==> config.mk <==
export PLATFORM = sky130hd
export DESIGN_NAME = exception_ctrl_flat
export DESIGN_NICKNAME = d
export VERILOG_FILES = /design/src/rtl/exception_ctrl_if.sv /design/src/rtl/exception_ctrl.sv /design/src/flat_wrapper.sv
export SDC_FILE = /design/constraint.sdc
export NUM_CORES = 1
export LEC_CHECK = 0
export CELL_PAD_IN_SITES_DETAIL_PLACEMENT = 2
export CELL_PAD_IN_SITES_GLOBAL_PLACEMENT = 2
export CORE_UTILIZATION = 23
export CTS_CLUSTER_SIZE = 8
export DETAILED_ROUTE_END_ITERATION = 16
export PLACE_DENSITY_LB_ADDON = 0.1
export SYNTH_ARGS = -nofsm -noshare
export SYNTH_HDL_FRONTEND = slang
export SYNTH_SLANG_ARGS = --single-unit
==> constraint.sdc <==
create_clock -name clk -period 2.9 [get_ports clk]
set_clock_uncertainty 0.15 [all_clocks]
set_input_delay 0.58 -clock clk [delete_from_list [all_inputs] [get_ports clk]]
set_output_delay 0.58 -clock clk [all_outputs]
set_load 0.05 [all_outputs]
==> src/rtl/exception_ctrl_if.sv <==
// Bundle between the multi-cycle core (control FSM, PC and EPC registers) and
// the exception sequencer.
interface exception_ctrl_if #(
  parameter int unsigned CNT_W = 16
) ();

  // Core -> sequencer
  logic              instr_done;
  logic              irq;
  logic              illegal_op;
  logic              eret;
  logic [31:0]       pc_cur;
  logic [31:0]       pc_next;
  logic [31:0]       epc_rdata;

  // Sequencer -> core
  logic              epc_write;
  logic [31:0]       epc_wdata;
  logic              redirect;
  logic [31:0]       redirect_pc;
  logic              kernel_mode;
  logic [1:0]        cause;
  logic              irq_ack;
  logic              double_fault;
  logic [CNT_W-1:0]  exc_count;

  // Core side
  modport master (
    output instr_done, irq, illegal_op, eret, pc_cur, pc_next, epc_rdata,
    input  epc_write, epc_wdata, redirect, redirect_pc, kernel_mode, cause,
           irq_ack, double_fault, exc_count
  );

  // Sequencer side
  modport slave (
    input  instr_done, irq, illegal_op, eret, pc_cur, pc_next, epc_rdata,
    output epc_write, epc_wdata, redirect, redirect_pc, kernel_mode, cause,
           irq_ack, double_fault, exc_count
  );

endinterface

==> src/rtl/exception_ctrl.sv <==
// Exception/interrupt sequencer: samples sources at instruction boundaries,
// saves the return address to EPC, redirects the PC to the handler and back.
module exception_ctrl #(
  parameter logic [31:0] INT_VECTOR = 32'h8000_0004,
  parameter logic [31:0] EXC_VECTOR = 32'h8000_0008,
  parameter int unsigned CNT_W      = 16
) (
  input  logic             clk,
  input  logic             reset,
  exception_ctrl_if.slave  bus
);

  typedef enum logic [1:0] {
    ST_USER   = 2'd0,
    ST_ENTER  = 2'd1,
    ST_KERNEL = 2'd2,
    ST_LEAVE  = 2'd3
  } state_e;

  localparam logic [1:0]  CAUSE_NONE = 2'd0;
  localparam logic [1:0]  CAUSE_IRQ  = 2'd1;
  localparam logic [1:0]  CAUSE_ILL  = 2'd2;
  localparam logic [1:0]  CAUSE_DBL  = 2'd3;
  localparam logic [31:0] KBIT_CLEAR = 32'h7FFF_FFFF;

  state_e           state_q;
  logic             epc_write_q;
  logic [31:0]      epc_wdata_q;
  logic             redirect_q;
  logic [31:0]      redirect_pc_q;
  logic             kernel_mode_q;
  logic [1:0]       cause_q;
  logic             irq_ack_q;
  logic             double_fault_q;
  logic [CNT_W-1:0] exc_count_q;

  logic [31:0]      epc_ill_d;
  logic [CNT_W-1:0] exc_count_d;

  // Return address for an illegal instruction, and saturating entry count
  always_comb begin
    epc_ill_d   = bus.pc_cur + 32'd4;
    exc_count_d = exc_count_q;
    if (exc_count_q != {CNT_W{1'b1}}) begin
      exc_count_d = exc_count_q + CNT_W'(1);
    end
  end

  // Sequencer FSM; every output is a register updated at the decision edge
  always_ff @(posedge clk) begin
    if (reset) begin
      state_q        <= ST_USER;
      epc_write_q    <= 1'b0;
      epc_wdata_q    <= 32'd0;
      redirect_q     <= 1'b0;
      redirect_pc_q  <= 32'd0;
      kernel_mode_q  <= 1'b0;
      cause_q        <= CAUSE_NONE;
      irq_ack_q      <= 1'b0;
      double_fault_q <= 1'b0;
      exc_count_q    <= '0;
    end else begin
      epc_write_q <= 1'b0;
      redirect_q  <= 1'b0;
      irq_ack_q   <= 1'b0;
      case (state_q)
        ST_USER: begin
          if (bus.instr_done) begin
            // eret in user mode is treated as an undefined instruction
            if (bus.illegal_op || bus.eret) begin
              state_q       <= ST_ENTER;
              cause_q       <= CAUSE_ILL;
              epc_wdata_q   <= epc_ill_d;
              epc_write_q   <= 1'b1;
              redirect_q    <= 1'b1;
              redirect_pc_q <= EXC_VECTOR;
            end else if (bus.irq) begin
              state_q       <= ST_ENTER;
              cause_q       <= CAUSE_IRQ;
              epc_wdata_q   <= bus.pc_next;
              epc_write_q   <= 1'b1;
              redirect_q    <= 1'b1;
              redirect_pc_q <= INT_VECTOR;
              irq_ack_q     <= 1'b1;
            end
          end
        end
        ST_ENTER: begin
          state_q       <= ST_KERNEL;
          kernel_mode_q <= 1'b1;
          exc_count_q   <= exc_count_d;
        end
        ST_KERNEL: begin
          if (bus.instr_done) begin
            if (bus.illegal_op) begin
              double_fault_q <= 1'b1;
              cause_q        <= CAUSE_DBL;
            end else if (bus.eret) begin
              // EPC is only written in ENTER, so sampling it here equals
              // sampling it during LEAVE
              state_q       <= ST_LEAVE;
              redirect_q    <= 1'b1;
              redirect_pc_q <= bus.epc_rdata & KBIT_CLEAR;
            end
          end
        end
        ST_LEAVE: begin
          state_q       <= ST_USER;
          kernel_mode_q <= 1'b0;
          cause_q       <= CAUSE_NONE;
        end
        default: state_q <= ST_USER;
      endcase
    end
  end

  assign bus.epc_write    = epc_write_q;
  assign bus.epc_wdata    = epc_wdata_q;
  assign bus.redirect     = redirect_q;
  assign bus.redirect_pc  = redirect_pc_q;
  assign bus.kernel_mode  = kernel_mode_q;
  assign bus.cause        = cause_q;
  assign bus.irq_ack      = irq_ack_q;
  assign bus.double_fault = double_fault_q;
  assign bus.exc_count    = exc_count_q;

endmodule

==> src/flat_wrapper.sv <==
// flat-port wrapper written by rule: the top's interface ports become plain ports
module exception_ctrl_flat 
#(
  parameter logic [31:0] INT_VECTOR = 32'h8000_0004,
  parameter logic [31:0] EXC_VECTOR = 32'h8000_0008,
  parameter int unsigned CNT_W      = 16
)
  (clk, reset, bus_instr_done, bus_irq, bus_illegal_op, bus_eret, bus_pc_cur, bus_pc_next, bus_epc_rdata, bus_epc_write, bus_epc_wdata, bus_redirect, bus_redirect_pc, bus_kernel_mode, bus_cause, bus_irq_ack, bus_double_fault, bus_exc_count);
  exception_ctrl_if #(.CNT_W(CNT_W)) bus_i ();
  input  logic clk;
  input  logic reset;
  input wire logic [$bits(bus_i.instr_done)-1:0] bus_instr_done;
  input wire logic [$bits(bus_i.irq)-1:0] bus_irq;
  input wire logic [$bits(bus_i.illegal_op)-1:0] bus_illegal_op;
  input wire logic [$bits(bus_i.eret)-1:0] bus_eret;
  input wire logic [$bits(bus_i.pc_cur)-1:0] bus_pc_cur;
  input wire logic [$bits(bus_i.pc_next)-1:0] bus_pc_next;
  input wire logic [$bits(bus_i.epc_rdata)-1:0] bus_epc_rdata;
  output wire logic [$bits(bus_i.epc_write)-1:0] bus_epc_write;
  output wire logic [$bits(bus_i.epc_wdata)-1:0] bus_epc_wdata;
  output wire logic [$bits(bus_i.redirect)-1:0] bus_redirect;
  output wire logic [$bits(bus_i.redirect_pc)-1:0] bus_redirect_pc;
  output wire logic [$bits(bus_i.kernel_mode)-1:0] bus_kernel_mode;
  output wire logic [$bits(bus_i.cause)-1:0] bus_cause;
  output wire logic [$bits(bus_i.irq_ack)-1:0] bus_irq_ack;
  output wire logic [$bits(bus_i.double_fault)-1:0] bus_double_fault;
  output wire logic [$bits(bus_i.exc_count)-1:0] bus_exc_count;
  assign bus_i.instr_done = bus_instr_done;
  assign bus_i.irq = bus_irq;
  assign bus_i.illegal_op = bus_illegal_op;
  assign bus_i.eret = bus_eret;
  assign bus_i.pc_cur = bus_pc_cur;
  assign bus_i.pc_next = bus_pc_next;
  assign bus_i.epc_rdata = bus_epc_rdata;
  assign bus_epc_write = bus_i.epc_write;
  assign bus_epc_wdata = bus_i.epc_wdata;
  assign bus_redirect = bus_i.redirect;
  assign bus_redirect_pc = bus_i.redirect_pc;
  assign bus_kernel_mode = bus_i.kernel_mode;
  assign bus_cause = bus_i.cause;
  assign bus_irq_ack = bus_i.irq_ack;
  assign bus_double_fault = bus_i.double_fault;
  assign bus_exc_count = bus_i.exc_count;
  exception_ctrl #(.INT_VECTOR(INT_VECTOR), .EXC_VECTOR(EXC_VECTOR), .CNT_W(CNT_W)) u_core (.clk(clk), .reset(reset), .bus(bus_i));
endmodule
==> impl_metrics.toml <==
[pwr]
power_leakage_nw = 2.51
comb_power_share_pct = 41.8
swShare_pct = 39.9
p_sw_w = 0.00197
power_frac_seq_pct = 30.8
pwr_density_cell_nw_per_um2 = 684
power.ir.vdd_worst_mv = 0.341
p_clk_share_pct = 27.4
p_int_w = 0.00298

[worst_setup_path]
critPathMaxFanout = 6
crit_arrival_ns = 2.45
worst_setup_path_start_kind = "primary input"
worstSetupEndpointType = "flip-flop"
cp.required_ns = 2.94
worst-setup-path-type = "primary input to flip-flop"
r2r_cells = 7

[flow_run]
drv_cap = 0

[die]
die_y_um = 142
fp.dieArea_um2 = 20100
num_io_pins = 189
start_util_pct = 23.8
coreArea_um2 = 19000
num_rows = 50
die_x_um = 142

[place]
dp.final_hpwl_um = 14700
pre_cts_ws_ns = 0.112
globalplace.congestion = 0.855
dp_cells = 998
placed_cell_area_um2 = 6900
io_buffer_count = 187

[clocking]
clk_path_buf_depth = 2
tritoncts = "yes"
cts_hold_buf = 0
cts_root_buf = "clkbuf_16"
post_cts_buffers = 0
clk_pin_slew_worst_paths_ns = 0.07
clk_latency_ns = 0.35
htreeDepth = 3
cts_resized = 0
cts_buffers = 9
clock-sinks = 89

[timing]
timing.final.hold_violations = 0
fin_ws_ns = 0.483
finalCriticalPeriod_ns = 2.42
maxSlewHeadroom_pct = 62.2
tightest_slew_ns = 0.565
max_freq_mhz = 414
tns_ns = 0
rsz0062_at_grt = "false"
drv_slew = 0
setup_viol = 0
finalCritPeriodShare_pct = 83.4

[route]
routedWlPerCell_um = 19.2
vias = 5173
drt_iter0_drc = 119
via_per_inst = 5.10
dr.pass1.iters = 4
wl_um = 19500
ant_nets = 0
drc = 0

[synth]
synthesis.area_um2 = 4500
ys_ff_latch = 89
yosysWarnings = 0
synth_commonest_cells = "89 x dfxtp_1, 64 x nor2_1, 39 x nand2_1, 32 x clkbuf_1"
async_reset_ff_share_pct = 0
syn_area_per_cell_um2 = 8.20
yosysSeqAreaShare_pct = 39.6
synth_nets = 658
netlist_instances = 549
yosysMostFrequentCell = "dfxtp_1"
synth-edff-count = 0
yosysTopAreaCell = "dfxtp_1"
synth_ff_type = "dfxtp_1"
yosysTopAreaCellShare_pct = 39.6
synth.top_cells.by_area = "dfxtp_1 40%, nor2_1 5.3%, a22oi_1 4.8%"
synth.distinct_cells = 55

[run_status]
status = "completed"

[finish]
final_cell_area_um2 = 7240
final_core_util_pct = 38.2
nets = 858
syn_to_final_growth_pct = 60.7
finalNonFillerCells = 1015
drive_above_1_share_pct = 9.28

[global_route]
grt_pass1_wl_um = 30800
antenna_found_initial = 2
grt-ovfl-total = 0
grt_use_total_pct = 19.6
grt_max_degree = 59
grt_pass1_vias = 5556

[hold_path]
min_path_cells = 2
hold_path_class = "flip-flop to flip-flop"
==> metal layers <==
| layer | vias up | routed length [um] | track usage [%] |
|---|---|---|---|
| met4 | 0 | 359 | 6.45 |
| li1 | 2480 | - | - |
| met1 | 2546 | 8620 | 23.9 |
| met5 | - | 0 | 0 |
| met2 | 124 | 9580 | 34.0 |
| met3 | 23 | 933 | 4.54 |
==> flip-flops by register name, indices dropped and copies added, names as in the netlist <==
| name | cells |
|---|---|
| u_core.bus.epc_write | 1 |
| u_core.bus.exc_count | 16 |
| u_core.bus.kernel_mode | 1 |
| u_core.state_q | 2 |
| u_core.bus.cause | 2 |
| u_core.bus.redirect | 1 |
| u_core.bus.redirect_pc | 32 |
| u_core.bus.irq_ack | 1 |
| u_core.bus.epc_wdata | 32 |
| u_core.bus.double_fault | 1 |
==> through the flow <==
stage	hold slack (ns)	power [W]
3_5_place_dp	0.302	0.00364
4_1_cts	0.312	0.00503
6_report	0.308	0.00495
5_1_grt	0.336	0.00522
3_3_place_gp	0.288	0.00357
2_1_floorplan	0.362	0.00277
==> logic make-up (layout without fill, tap and decap cells) <==
kind of cell | after synthesis | after routing | share of synthesized area [%]
AO/OA/AOI/OAI | 149 | 149 | 23.4
buffers and inverters | 50 | 255 | 4.28
adder cells (fa/ha/maj) | 7 | 7 | 1.94
XOR/XNOR | 8 | 8 | 1.56
multiplexers | 6 | 6 | 1.39
AND/OR/NAND/NOR | 240 | 240 | 27.9
flip-flops | 89 | 89 | 39.6
other | 0 | 1 | 0
==> worst max-delay path: stages <==
cell,delay [ns]
clkdlybuf4s50_1,0.56
nand4_1,0.25
or3_1,0.49
o311ai_0,0.35
o311ai_0,0.22
==> final timing paths <==
path | from | to | slack [ns]
hold reg to reg | u_core.bus.epc_wdata[4] | u_core.bus.epc_wdata[4] | 0.31
setup reg to reg | u_core.state_q[0] | u_core.bus.redirect_pc[15] | 0.54
hold / removal | u_core.bus.epc_wdata[4] | u_core.bus.epc_wdata[4] | 0.31
setup / recovery | bus_pc_cur[16] | u_core.bus.epc_wdata[29] | 0.48
==> placed cells by master, fill, tap and decap left out, types with 7 or more instances in the layout <==
cell type        instances
o31ai_1                  8
nor3_1                  28
o211ai_1                 8
or4_1                    7
buf_4                   39
or3_1                   19
nor2_1                  63
inv_1                   12
a21oi_1                 29
nand4_1                 18
o311ai_0                11
a22oi_1                 29
and3_1                  16
a31oi_1                  7
dfxtp_1                 89
o21ai_0                 16
nand3_1                 21
o221ai_1                 7
nand2_1                 39
ha_1                     7
clkdlybuf4s50_1        186
clkbuf_16                9
==> power groups by stage <==
stage | logic [W] | clock network [W] | registers, W
after floorplan | 0.000689 | 0 | 0.00208
after global placement | 0.00203 | 0 | 0.00154
after detailed placement | 0.00209 | 0 | 0.00155
after CTS | 0.00210 | 0.00140 | 0.00153
after global routing | 0.00222 | 0.00145 | 0.00155
final | 0.00207 | 0.00136 | 0.00152
==> area by class of cell <==
class / instances / area, um^2
inverters: 12 / 45.0
well taps: 260 / 325
fillers: 2147 / 11700
diodes: 1 / 2.50
repair buffers: 227 / 2190
multi-input cells: 410 / 2550
flip-flops and latches: 89 / 1780
clock buffers: 11 / 253
clock inverters: 5 / 85.1
Power figures use the tool's default switching activity.
